===== src/rtl/ysyx_25060170_mem_arbiter.sv =====
// Shares one data-memory port between the IFU (read-only) and the LSU (read/write).
// One transaction in flight at a time: accept -> issue -> wait -> deliver.
module ysyx_25060170_mem_arbiter #(
   parameter int ADDR_W     = 32,
   parameter int DATA_W     = 64,
   parameter int MAX_STREAK = 4,
   parameter int TIMEOUT    = 255
) (
   input  logic                clk,
   input  logic                rst,

   input  logic                ifu_req_valid,
   output logic                ifu_req_ready,
   input  logic [ADDR_W-1:0]   ifu_addr,
   output logic                ifu_rsp_valid,
   input  logic                ifu_rsp_ready,
   output logic [DATA_W-1:0]   ifu_rdata,
   output logic                ifu_rsp_err,

   input  logic                lsu_req_valid,
   output logic                lsu_req_ready,
   input  logic [ADDR_W-1:0]   lsu_addr,
   input  logic                lsu_wen,
   input  logic [DATA_W-1:0]   lsu_wdata,
   input  logic [DATA_W/8-1:0] lsu_wstrb,
   output logic                lsu_rsp_valid,
   input  logic                lsu_rsp_ready,
   output logic [DATA_W-1:0]   lsu_rdata,
   output logic                lsu_rsp_err,

   output logic                mem_req_valid,
   input  logic                mem_req_ready,
   output logic [ADDR_W-1:0]   mem_addr,
   output logic                mem_wen,
   output logic [DATA_W-1:0]   mem_wdata,
   output logic [DATA_W/8-1:0] mem_wstrb,
   input  logic                mem_rsp_valid,
   output logic                mem_rsp_ready,
   input  logic [DATA_W-1:0]   mem_rdata,
   input  logic                mem_rsp_err,

   output logic                busy
);

   localparam int STRB_W = DATA_W / 8;
   localparam int SW     = (MAX_STREAK > 0) ? $clog2(MAX_STREAK + 1) : 1;
   localparam int TW     = (TIMEOUT > 1) ? $clog2(TIMEOUT + 1) : 1;

   localparam logic [SW-1:0] STREAK_MAX = SW'(MAX_STREAK);
   // The timeout fires in the cycle whose increment would bring the timer to TIMEOUT.
   localparam logic [TW-1:0] TIMER_LAST = TW'(TIMEOUT - 1);

   typedef enum logic [1:0] {
      S_IDLE    = 2'd0,
      S_ISSUE   = 2'd1,
      S_WAIT    = 2'd2,
      S_DELIVER = 2'd3
   } state_e;

   state_e              state_q, state_d;
   logic                owner_q, owner_d;      // 1 = LSU owns the transaction
   logic [SW-1:0]       streak_q, streak_d;
   logic [TW-1:0]       timer_q, timer_d;
   logic                drain_q, drain_d;
   logic [ADDR_W-1:0]   addr_q, addr_d;
   logic                wen_q, wen_d;
   logic [DATA_W-1:0]   wdata_q, wdata_d;
   logic [STRB_W-1:0]   wstrb_q, wstrb_d;
   logic [DATA_W-1:0]   rdata_q, rdata_d;
   logic                err_q, err_d;

   logic gnt_lsu, gnt_ifu, accept, timer_hit, owner_rsp_ready;

   always_comb begin
      gnt_lsu = 1'b0;
      gnt_ifu = 1'b0;
      if (state_q == S_IDLE && !drain_q) begin
         gnt_lsu = lsu_req_valid && !(ifu_req_valid && streak_q == STREAK_MAX);
         gnt_ifu = !gnt_lsu && ifu_req_valid;
      end
   end

   assign accept          = gnt_lsu || gnt_ifu;
   assign timer_hit       = (timer_q == TIMER_LAST);
   assign owner_rsp_ready = owner_q ? lsu_rsp_ready : ifu_rsp_ready;

   // NOTE: sequential state uses non-blocking assignments so every flop samples pre-edge values.
   always_ff @(posedge clk) begin
      if (rst) state_q <= S_IDLE;
      else     state_q <= state_d;
   end

   always_comb begin
      state_d = state_q;
      case (state_q)
         S_IDLE:    if (accept) state_d = S_ISSUE;
         S_ISSUE: begin
            if (mem_req_ready)  state_d = S_WAIT;
            else if (timer_hit) state_d = S_DELIVER;
         end
         S_WAIT:    if (mem_rsp_valid || timer_hit) state_d = S_DELIVER;
         S_DELIVER: if (owner_rsp_ready) state_d = S_IDLE;
         default:   state_d = S_IDLE;
      endcase
   end

   // NOTE: every variable gets a default before the case so no latches are inferred.
   always_comb begin
      owner_d  = owner_q;
      streak_d = streak_q;
      timer_d  = timer_q;
      drain_d  = drain_q;
      addr_d   = addr_q;
      wen_d    = wen_q;
      wdata_d  = wdata_q;
      wstrb_d  = wstrb_q;
      rdata_d  = rdata_q;
      err_d    = err_q;

      // A late response after a wait timeout is swallowed here; drain only lives in IDLE/DELIVER.
      if (drain_q && mem_rsp_valid) drain_d = 1'b0;

      case (state_q)
         S_IDLE: begin
            if (accept) begin
               owner_d = gnt_lsu;
               addr_d  = gnt_lsu ? lsu_addr : ifu_addr;
               wen_d   = gnt_lsu && lsu_wen;
               wdata_d = gnt_lsu ? lsu_wdata : '0;
               wstrb_d = gnt_lsu ? lsu_wstrb : '0;
               rdata_d = '0;
               err_d   = 1'b0;
               timer_d = '0;
            end
            if (gnt_ifu) begin
               streak_d = '0;
            end else if (gnt_lsu && ifu_req_valid && streak_q != STREAK_MAX) begin
               streak_d = streak_q + 1'b1;
            end
         end
         S_ISSUE: begin
            timer_d = timer_q + 1'b1;
            if (!mem_req_ready && timer_hit) begin
               rdata_d = '0;
               err_d   = 1'b1;
            end
         end
         S_WAIT: begin
            timer_d = timer_q + 1'b1;
            if (mem_rsp_valid) begin
               rdata_d = mem_rdata;
               err_d   = mem_rsp_err;
            end else if (timer_hit) begin
               rdata_d = '0;
               err_d   = 1'b1;
               drain_d = 1'b1;
            end
         end
         default: ;
      endcase
   end

   // NOTE: the latched request/response fields are reset too, since they drive outputs directly.
   always_ff @(posedge clk) begin
      if (rst) begin
         owner_q  <= 1'b0;
         streak_q <= '0;
         timer_q  <= '0;
         drain_q  <= 1'b0;
         addr_q   <= '0;
         wen_q    <= 1'b0;
         wdata_q  <= '0;
         wstrb_q  <= '0;
         rdata_q  <= '0;
         err_q    <= 1'b0;
      end else begin
         owner_q  <= owner_d;
         streak_q <= streak_d;
         timer_q  <= timer_d;
         drain_q  <= drain_d;
         addr_q   <= addr_d;
         wen_q    <= wen_d;
         wdata_q  <= wdata_d;
         wstrb_q  <= wstrb_d;
         rdata_q  <= rdata_d;
         err_q    <= err_d;
      end
   end

   // Outputs are forced low while rst is high, whatever state the registers still hold.
   always_comb begin
      ifu_req_ready = 1'b0;
      lsu_req_ready = 1'b0;
      ifu_rsp_valid = 1'b0;
      lsu_rsp_valid = 1'b0;
      ifu_rdata     = '0;
      lsu_rdata     = '0;
      ifu_rsp_err   = 1'b0;
      lsu_rsp_err   = 1'b0;
      mem_req_valid = 1'b0;
      mem_addr      = '0;
      mem_wen       = 1'b0;
      mem_wdata     = '0;
      mem_wstrb     = '0;
      mem_rsp_ready = 1'b0;
      busy          = 1'b0;
      if (!rst) begin
         ifu_req_ready = gnt_ifu;
         lsu_req_ready = gnt_lsu;
         mem_req_valid = (state_q == S_ISSUE);
         mem_addr      = addr_q;
         mem_wen       = wen_q;
         mem_wdata     = wdata_q;
         mem_wstrb     = wstrb_q;
         mem_rsp_ready = (state_q == S_WAIT) || drain_q;
         ifu_rsp_valid = (state_q == S_DELIVER) && !owner_q;
         lsu_rsp_valid = (state_q == S_DELIVER) && owner_q;
         if (owner_q) begin
            lsu_rdata   = rdata_q;
            lsu_rsp_err = err_q;
         end else begin
            ifu_rdata   = rdata_q;
            ifu_rsp_err = err_q;
         end
         busy = (state_q != S_IDLE) || drain_q;
      end
   end

endmodule


===== config.mk =====
export PLATFORM = sky130hd
export DESIGN_NAME = ysyx_25060170_mem_arbiter
export DESIGN_NICKNAME = d
export VERILOG_FILES = /design/src/rtl/ysyx_25060170_mem_arbiter.sv
export SDC_FILE = /design/constraint.sdc
export NUM_CORES = 1
export LEC_CHECK = 0
export ABC_AREA = 1
export ABC_CLOCK_PERIOD_IN_PS = 1700
export CORE_AREA = 2 2 177 179
export CTS_CLUSTER_SIZE = 30
export DETAILED_ROUTE_END_ITERATION = 10
export DIE_AREA = 0 0 179 181
export HOLD_SLACK_MARGIN = 0.15
export PLACE_DENSITY = 0.67
export SLEW_MARGIN = 20
export SYNTH_ARGS = -nofsm -noshare
export SYNTH_HDL_FRONTEND = slang
export SYNTH_SLANG_ARGS = --single-unit

===== constraint.sdc =====
create_clock -name clk -period 1.7 [get_ports clk]
set_input_delay 0.17 -clock clk [delete_from_list [all_inputs] [get_ports clk]]
set_output_delay 0.17 -clock clk [all_outputs]
set_load 0.01 [all_outputs]

---- After elaboration in Yosys (flattened, before gate mapping) ----
Index checks and enable logic that the tools add are counted.
cells by class
  add/sub/neg operators ................... 2
  eq/ne operators ......................... 12
  muxes and demuxes ....................... 49
  reductions and logical operators ........ 31
operators by type and width
  cell                 number
  $mux 64              10
  $pmux 64 s3          1
  $mux 32              2
  $mux 8               3
  $mux 1               23
  $pmux 8 s2           1
  $logic_and 1x1->1    11
  $mux 2               5
  $ne 3x3->1 const B   3
  $add 8x1->8 const B  1
  $eq 8x8->1 const B   1
  $ne 2x2->1 const B   4
  $pmux 2 s4           1
  $reduce_and 4->1     2
  $mux 3               2
  $reduce_and 2->1     3
  $reduce_bool 2->1    3
  $logic_not 1->1      5
  $eq 2x2->1 const B   2
  $logic_or 1x1->1     4
  $add 3x1->3 const B  1
  $eq 3x3->1 const B   1
  $pmux 1 s3           1
  $reduce_bool 3->1    1
  other kinds (3)      3
storage, ports and cells
  register bits after elaboration ......... 185
  output and inout port bits .............. 242
  logic and storage cells ................. 105

---- Depth between registers and ports, before layout ----
Gate-level depths: netlist of the first run.
  depth in word-level cells ............... 10
  depth in mapped cells ................... 13
  mapped depth without buffers ............ 12

---- Worst setup path after synthesis of the first run ----
No wires, ideal clock.
  kind .................................... reg2reg
  start ................................... register state_q[0]
  end ..................................... register rdata_q[15]
  setup time .............................. 0.113 ns
  arrival ................................. 1.667 ns
  slack ................................... -0.080 ns
  stages on the path, launching flop included .. 14
  path buffers ............................ 2
  clock period less this slack ............ 1.780 ns
  path through ............................ dfxtp_1 inv_1 ha_1 inv_1 nor2_2 o21ai_2 nand2_2 nand2_4 nor2_4 buf_6 buf_4 nand2_1 nand2_1 nor2_1
between the ends
  longest elaborated chain between the ends .. 6
RTL lines
  element                            line     source
  start, declared                    60       state_e state_q, state_d;
  start signal, assigned             90       else state_q <= state_d;
  $logic_not 2->1                    77, 123
  $logic_and 1x1->1                  77       if (state_q == S_IDLE && !drain_q) begin
  $mux 1                             77
  $logic_or 1x1->1                   83       assign accept = gnt_lsu || gnt_ifu;
  $ne 2x2->1 (no source line)        --
  $reduce_and 4->1 (no source line)  --
  end signal, assigned               185      rdata_q <= rdata_d;
  end, declared                      69       logic [DATA_W-1:0] rdata_q, rdata_d;
Several ways; a longest one is shown, not always the timed one.
A chain may end at the register's enable or synchronous reset.

---- Worst setup path after layout of the first run ----
  start ................................... register state_q[0]
  end ..................................... register rdata_q[49]
The elaborated chain is that of the path after synthesis.

==> flow_summary.json, run 1 <==
{
  "postSynthRegisterBits": 185,
  "setup-violations-final": 108,
  "finalWeightedCongestion": 0.797,
  "first_pass_grt_wire_length_um": 52500,
  "cts_sinks": 185,
  "wirelength_um": 39500,
  "maxCapViolCount": 0,
  "rr_endpoint": "rdata_q[49]$_SDFFE_PP0P_",
  "post_detailed_placement_cell_area_um2": 14200,
  "design.final.nets": 2082,
  "final-hold-violation-count": 0,
  "use_met3_pct": 6.25,
  "crit_chain": "inv_2 > ha_4 > inv_2 > nor2_4 > buf_6 > o21ai_4 > nand2_2 > nand2_4 > nor2_4 > buf_12 > buf_12 > buf_6 > nand2_1 > nand2_1 > nor2_1",
  "cpMaxStageDelayCell": "dfxtp_2",
  "share_comb_of_total_power_pct": 55.5,
  "hold_end": "addr_q[31]$_SDFFE_PP0P_",
  "yosysWarningCount": 0,
  "cts_max_level": 4,
  "design_area_um2": 16000,
  "worstSetupStartpointType": "register",
  "syn-num-nets": 1572,
  "die-height_um": 181,
  "cts_root_buf": "clkbuf_16",
  "fp.dieArea_um2": 32400,
  "leakage_component_of_the_power_uw": 0.00827,
  "routed_wire_length_per_instance_um": 17.4,
  "drt.antenna.violating_nets": 0,
  "slew_headroom_pct": 61.7,
  "cts_inserted_buffers": 17,
  "post-place-ws_ps": -173,
  "syn-instance-count": 1353,
  "setup_slack_ps": -202,
  "tritoncts": "yes",
  "floorplan.initialDensity_pct": 29.1,
  "yosysSeqAreaShare_pct": 41.9,
  "swShare_pct": 40.2,
  "cts.path.max_buffers": 2,
  "largest_net_degree_at_the_start_of_global_routing": 54,
  "seqPwrFrac_pct": 27.3,
  "internal_power_uw": 13900,
  "rsz_0062_raised_after_global_routing": "yes",
  "critical_path.max_stage_delay_ps": 330,
  "cp_data_required_time_ps": 2040,
  "timing.final.crit_share_pct": 112,
  "peak_supply_drop_mv": 0.888,
  "first_global_vias": 9758,
  "coreArea_um2": 30300,
  "post_synth_instance_area_um2": 8840,
  "critical_path.max_fanout": 6,
  "post-route-util_pct": 52.7,
  "rows": 64,
  "failing_checks": "setup timing",
  "crit_arrival_ps": 2240,
  "power.density_nw_per_um2": 1450,
  "initial_antenna_violation_count": 1,
  "power.switching_uw": 9320,
  "whs_path_depth": 3,
  "placement.io_buffers": 451,
  "layout_common_cells": "nor2_1, clkdlybuf4s50_1, nand2_1, inv_1, dfxtp_1",
  "setup_slack_on_the_worst_flop_to_flop_path_ps": -200,
  "dp_hpwl_um": 25100,
  "met1_grt_util_pct": 23.7,
  "critPathKind": "register to register",
  "vias_per_instance": 4.56,
  "detailedRoute.firstPassIterationCount": 5,
  "fraction_of_final_layout_cells_sized_beyond_drive_strength_1_pct": 23.9,
  "status": "finished, violations left",
  "busiest_grt_layer": "met2",
  "grt_overflow_total": 0,
  "die_width_um": 179,
  "drtIter0Drc": 448,
  "gr-usage-all-layers_pct": 21.0,
  "achievable-frequency_mhz": 526,
  "syn_avg_cell_area_um2": 6.53,
  "num_vias": 10372,
  "finalMaxSlewViolations": 0,
  "worst_hold_path_type": "input pin to register",
  "clockPowerShare_pct": 17.2,
  "yosysUniqueCellTypes": 30,
  "regToRegStartpoint": "state_q[0]$_SDFFE_PP0P_",
  "clock_insertion_delay_worst_skew_ps": 440,
  "design.portCount": 452,
  "min_from": "rst",
  "leading_cell_type_in_the_layout_fill_and_taps_excluded": "nor2_1",
  "fin_crit_period_ps": 1900,
  "crit_end_element": "register",
  "cts-hold-fix-buffers": 0,
  "worst-slew-pin-transition_ps": 575,
  "area_growth_pct": 81.1,
  "fin_skew_ps": 15.0,
  "globalRouteMet2Util_pct": 37.3,
  "clkSlewWorstSetupHoldPaths_ps": 80,
  "route.detailed.drc": 0,
  "worst_reg2reg_path_length_in_cells": 15,
  "hold_ws_ps": 190
}
-- Yosys cell counts --
cell	instances	area share [%]
a211oi_1	1	0.085
nor3b_1	1	0.085
nand2_2	1	0.071
nand3b_1	1	0.085
buf_1	8	0.34
buf_6	6	0.76
nor2_2	1	0.071
a31oi_1	12	0.85
o21ai_2	1	0.099
buf_2	12	0.68
nor3_1	4	0.23
nand2_1	289	12
o21ai_1	1	0.057
inv_1	216	9.2
a21oi_1	9	0.51
dfxtp_1	185	42
nor2_4	1	0.13
o21a_1	1	0.085
nor2_1	402	17
inv_2	2	0.085
xor2_1	3	0.30
buf_4	9	0.76
clkbuf_1	47	2.0
o22ai_1	1	0.071
nand3_1	34	1.9
o21ai_0	8	0.45
o21bai_1	14	1.2
a22o_1	73	7.2
nand2_4	1	0.13
ha_1	9	1.3
-- stage by stage --
| stage | setup TNS (ps) | power [µW] | std cells |
|---|---|---|---|
| floorplan | 0 | 11800 | 1353 |
| global placement | -3050 | 15600 | 2182 |
| detailed placement | -4510 | 15800 | 2182 |
| CTS | -6030 | 22000 | 2236 |
| global route | -25670 | 24700 | 2272 |
| finish | -11420 | 23200 | 2274 |
-- sequential cells by signal, indices dropped and copies added (netlist names), 2 cells and up --
name	count
rdata_q	64
wstrb_q	8
streak_q	3
state_q	2
addr_q	32
wdata_q	64
timer_q	8
-- power groups by stage --
stage          registers [µW]  logic [µW]  clock network [µW]
5_1_grt                  6460       14000                4280
2_1_floorplan            6150        5630                   0
4_1_cts                  6260       11600                4110
3_5_place_dp             6290        9520                   0
6_report                 6320       12900                4000
3_3_place_gp             6230        9410                   0
-- critical path: cells and delay by family (launching register included) --
kind                     cells  cell delay [ps]
AO/OA/AOI/OAI                1               60
adder cells (fa/ha/maj)      1              130
buffers and inverters        6              600
flip-flops                   1              330
AND/OR/NAND/NOR              7              670
-- worst max path at each step --
stage                                        from                        to  depth (start not counted)
after detailed placement            ifu_req_valid             ifu_req_ready                          8
after global routing      state_q[0]$_SDFFE_PP0P_  rdata_q[49]$_SDFFE_PP0P_                         15
final                     state_q[0]$_SDFFE_PP0P_  rdata_q[49]$_SDFFE_PP0P_                         15
after floorplan           state_q[0]$_SDFFE_PP0P_  rdata_q[15]$_SDFFE_PP0P_                         13
after global placement              ifu_req_valid             ifu_req_ready                          8
after CTS                 state_q[0]$_SDFFE_PP0P_             ifu_req_ready                          9
-- routing by layer --
metal,up-vias,share of wire (%)
met5,-,0
met4,0,2.5
met3,58,8.0
met2,406,51
met1,4812,39
li1,5096,-
-- timing repair --
item / 4_1_cts / 5_1_grt
gates cloned: 9 / 34
pin swaps: 20 / 42
setup endpoints to repair: 222 / 354
setup buffers: 14 / 11
gates resized for setup: 425 / 369
-- cell type report --
class	count	area [µm²]
multi-input combinational	871	4530
timing repair buffer	570	5850
tap	396	495
clock inverter	12	105
fill	2901	14300
inverter	218	837
clock buffer	20	467
sequential	185	3710
antenna	2	5.00
-- cell families after synthesis --
logic type               Yosys count  synth area share (%)
buffers and inverters            300                  13.8
XOR/XNOR                           3                 0.297
flip-flops                       185                  41.9
AO/OA/AOI/OAI                    121                  10.6
AND/OR/NAND/NOR                  735                  32.1
adder cells (fa/ha/maj)            9                  1.27
(Power assumes the default switching activity.)
==> inputs of run 2 (changes only) <==
Settings changed: ABC_CLOCK_PERIOD_IN_PS 1700 to 1600, RECOVER_POWER from default to 100, SETUP_SLACK_MARGIN from default to 0.05.
Clock period 1.7 ns to 1.6 ns, I/O delays scaled along.
==> run 2 against run 1 <==
The run still ends with setup timing left. Register-to-register slack got worse by 20 ps. Global-route usage grew 0.55 points. Critical path depth decreased by 10. Sequential share of layout area shrank 1.1 points. Sequential power up 5.5%. Core utilization grew 2.5 points. Clock skew grew 2.8 ps. Die area stayed put. Count of clock-buffer cells in the layout shrank 1. Non-clock buffer count rose by 41. First-iteration DRC count shrank 0.67%.
==> flow_summary.json, run 2 (synthesis results as in run 1) <==
{
  "grt_overflow_total": 0,
  "reg.largest.list": "rdata_q (64), wdata_q (64), addr_q (32)",
  "num_vias": 10440,
  "failing_checks": "setup timing",
  "route.layer.met1.wl_um": 15200,
  "worstSetupEndpoint": "mem_wdata[50]",
  "drtIter0Drc": 445,
  "worstSetupStartpointType": "input pin",
  "setup_slack_on_the_worst_flop_to_flop_path_ps": -220,
  "design.portCount": 452,
  "route.detailed.drc": 0,
  "topmost_layer_with_routed_signal_wires": "met5",
  "worst-slew-pin-transition_ps": 451,
  "slew_headroom_pct": 69.9,
  "hold_ws_ps": 182,
  "power.density_nw_per_um2": 1490,
  "dp_hpwl_um": 25600,
  "cpLargestDelayFamily": "buffers and inverters",
  "drt.antenna.violating_nets": 0,
  "cts_max_level": 4,
  "cp_num_cells": 5,
  "crit_chain": "buf_4 > buf_4 > buf_4 > nor2_1 > clkdlybuf4s50_1",
  "post-route-util_pct": 55.2,
  "rr_endpoint": "rdata_q[8]$_SDFFE_PP0P_",
  "maxCapViolCount": 0,
  "worst_hold_path_type": "input pin to register",
  "achievable-frequency_mhz": 546,
  "layout.filler_cells": 2782,
  "seq_area_um2": 3710,
  "rsz_0062_raised_after_global_routing": "yes",
  "rows": 64,
  "crit_top_cell": "buf_4",
  "finalWeightedCongestion": 0.836,
  "cts_sinks": 185,
  "coreArea_um2": 30300,
  "layout_common_cells": "nor2_1, clkdlybuf4s50_1, nand2_1, inv_1, dfxtp_1",
  "peak_supply_drop_mv": 0.958,
  "vias_per_instance": 4.52,
  "leading_cell_type_in_the_layout_fill_and_taps_excluded": "nor2_1",
  "crit_end_element": "primary output",
  "floorplan.initialDensity_pct": 29.1,
  "post_detailed_placement_cell_area_um2": 14500,
  "timing.final.crit_share_pct": 114,
  "wirelength_um": 40300,
  "area_growth_pct": 89.7,
  "fraction_of_final_layout_cells_sized_beyond_drive_strength_1_pct": 25.2,
  "path_buf_inv": 4,
  "dr_wl_met3_um": 3190,
  "critPathKind": "input pin to primary output",
  "cp_data_required_time_ps": 1440,
  "routed_wire_length_per_instance_um": 17.4,
  "critical_path.max_fanout": 36,
  "initial_antenna_violation_count": 3,
  "design.final.nets": 2120,
  "setup_slack_ps": -231,
  "first_global_vias": 9957,
  "gr-usage-all-layers_pct": 21.5,
  "cts_inserted_buffers": 17,
  "clock_insertion_delay_worst_skew_ps": 440,
  "multiInputGateArea_um2": 4730,
  "cts.path.max_buffers": 2,
  "largest_net_degree_at_the_start_of_global_routing": 46,
  "die-height_um": 181,
  "post-place-ws_ps": -305,
  "critical_path.max_stage_delay_ps": 510,
  "tritoncts": "yes",
  "cts_root_buf": "clkbuf_16",
  "critPathLaunch": "rst",
  "worst_reg2reg_path_length_in_cells": 14,
  "design_area_um2": 16800,
  "status": "finished, violations left",
  "leakage_component_of_the_power_uw": 0.00745,
  "fin_cells": 2311,
  "fin_crit_period_ps": 1830,
  "placement.io_buffers": 451,
  "finalMaxSlewViolations": 0,
  "total_instance_count_after_detailed_placement": 2220,
  "fin_skew_ps": 17.8,
  "first_pass_grt_wire_length_um": 53800,
  "fp.dieArea_um2": 32400,
  "die_width_um": 179,
  "regToRegStartpoint": "state_q[1]$_SDFFE_PP0P_",
  "detailedRoute.firstPassIterationCount": 5,
  "clkSlewWorstSetupHoldPaths_ps": 70,
  "cpMaxStageDelayCell": "clkdlybuf4s50_1",
  "final-hold-violation-count": 0,
  "crit_arrival_ps": 1670,
  "routed-wl-met2_um": 20800,
  "setup-violations-final": 322
}
==> run 2: cell types whose count changed in the layout (fill, tap and decap cells not counted), sizes merged, moves of 3 or more <==
cell,previous run,this run
buf,155,231
clkinvlp,4,0
clkdlybuf4s15,1,23
dlymetal6s2s,65,11
clkbuf,117,88
nand2,294,291
clkdlybuf4s50,221,258
dlygate4sd2,31,15
==> run 2: power breakdown <==
group / total [µW] / internal, µW / switching, µW
sequential: 6670 / 6000 / 665
clock: 4410 / 2310 / 2100
combinational: 13900 / 6620 / 7290
==> run 2: how the worst min path moves through the flow <==
stage	from	to	slack, ps	cells past startpoint
after floorplan	ifu_addr[10]	addr_q[10]$_SDFFE_PP0P_	270	2
after global placement	rdata_q[30]$_SDFFE_PP0P_	rdata_q[30]$_SDFFE_PP0P_	460	2
after detailed placement	rdata_q[40]$_SDFFE_PP0P_	rdata_q[40]$_SDFFE_PP0P_	480	2
after CTS	rst	timer_q[1]$_SDFFE_PP0P_	150	3
after global routing	rst	timer_q[1]$_SDFFE_PP0P_	190	3
final	rst	timer_q[1]$_SDFFE_PP0P_	180	3
==> run 2: final cells by class <==
type | instances | share of cell area (%)
clock inverter | 13 | 0.918
sequential | 185 | 22.1
tap | 396 | 2.96
inverter | 218 | 4.91
antenna | 1 | 0.0149
multi-input combinational | 868 | 28.2
timing repair buffer | 611 | 38.2
clock buffer | 19 | 2.70
==> run 2: worst reg2reg max path, cell delays in order, from the launching register on <==
cell	delay [ps]
dfxtp_2	330
inv_2	70
ha_4	140
inv_2	40
nor2_4	100
buf_6	120
o21ai_4	60
nand2_2	90
nand2_4	70
nor2_4	190
clkbuf_16	220
buf_12	130
nand2_1	50
nand2_1	60
nor2_1	40
==> run 2: per-layer routing <==
layer	up-vias	track usage (%)
li1	5173	-
met1	4812	23.8
met2	392	39.1
met3	59	6.06
met4	4	7.15
met5	-	0
==> run 2: through the flow <==
| stage | TNS, ps | total power [µW] |
|---|---|---|
| finish | -36500 | 25000 |
| global route | -65030 | 26600 |
| CTS | -35620 | 22100 |
| detailed placement | -31540 | 17100 |
| global placement | -23600 | 16900 |
| floorplan | -203 | 12600 |
==> run 2: repair_timing <==
| action | in CTS | in global routing |
|---|---|---|
| gates resized for setup | 515 | 372 |
| pin swaps | 8 | 22 |
| endpoints found under the hold margin | 4 | 0 |
| setup endpoints to repair | 420 | 422 |
| buffers inserted | 5 | 18 |
| hold buffers | 1 | 0 |
| cloned | 9 | 26 |
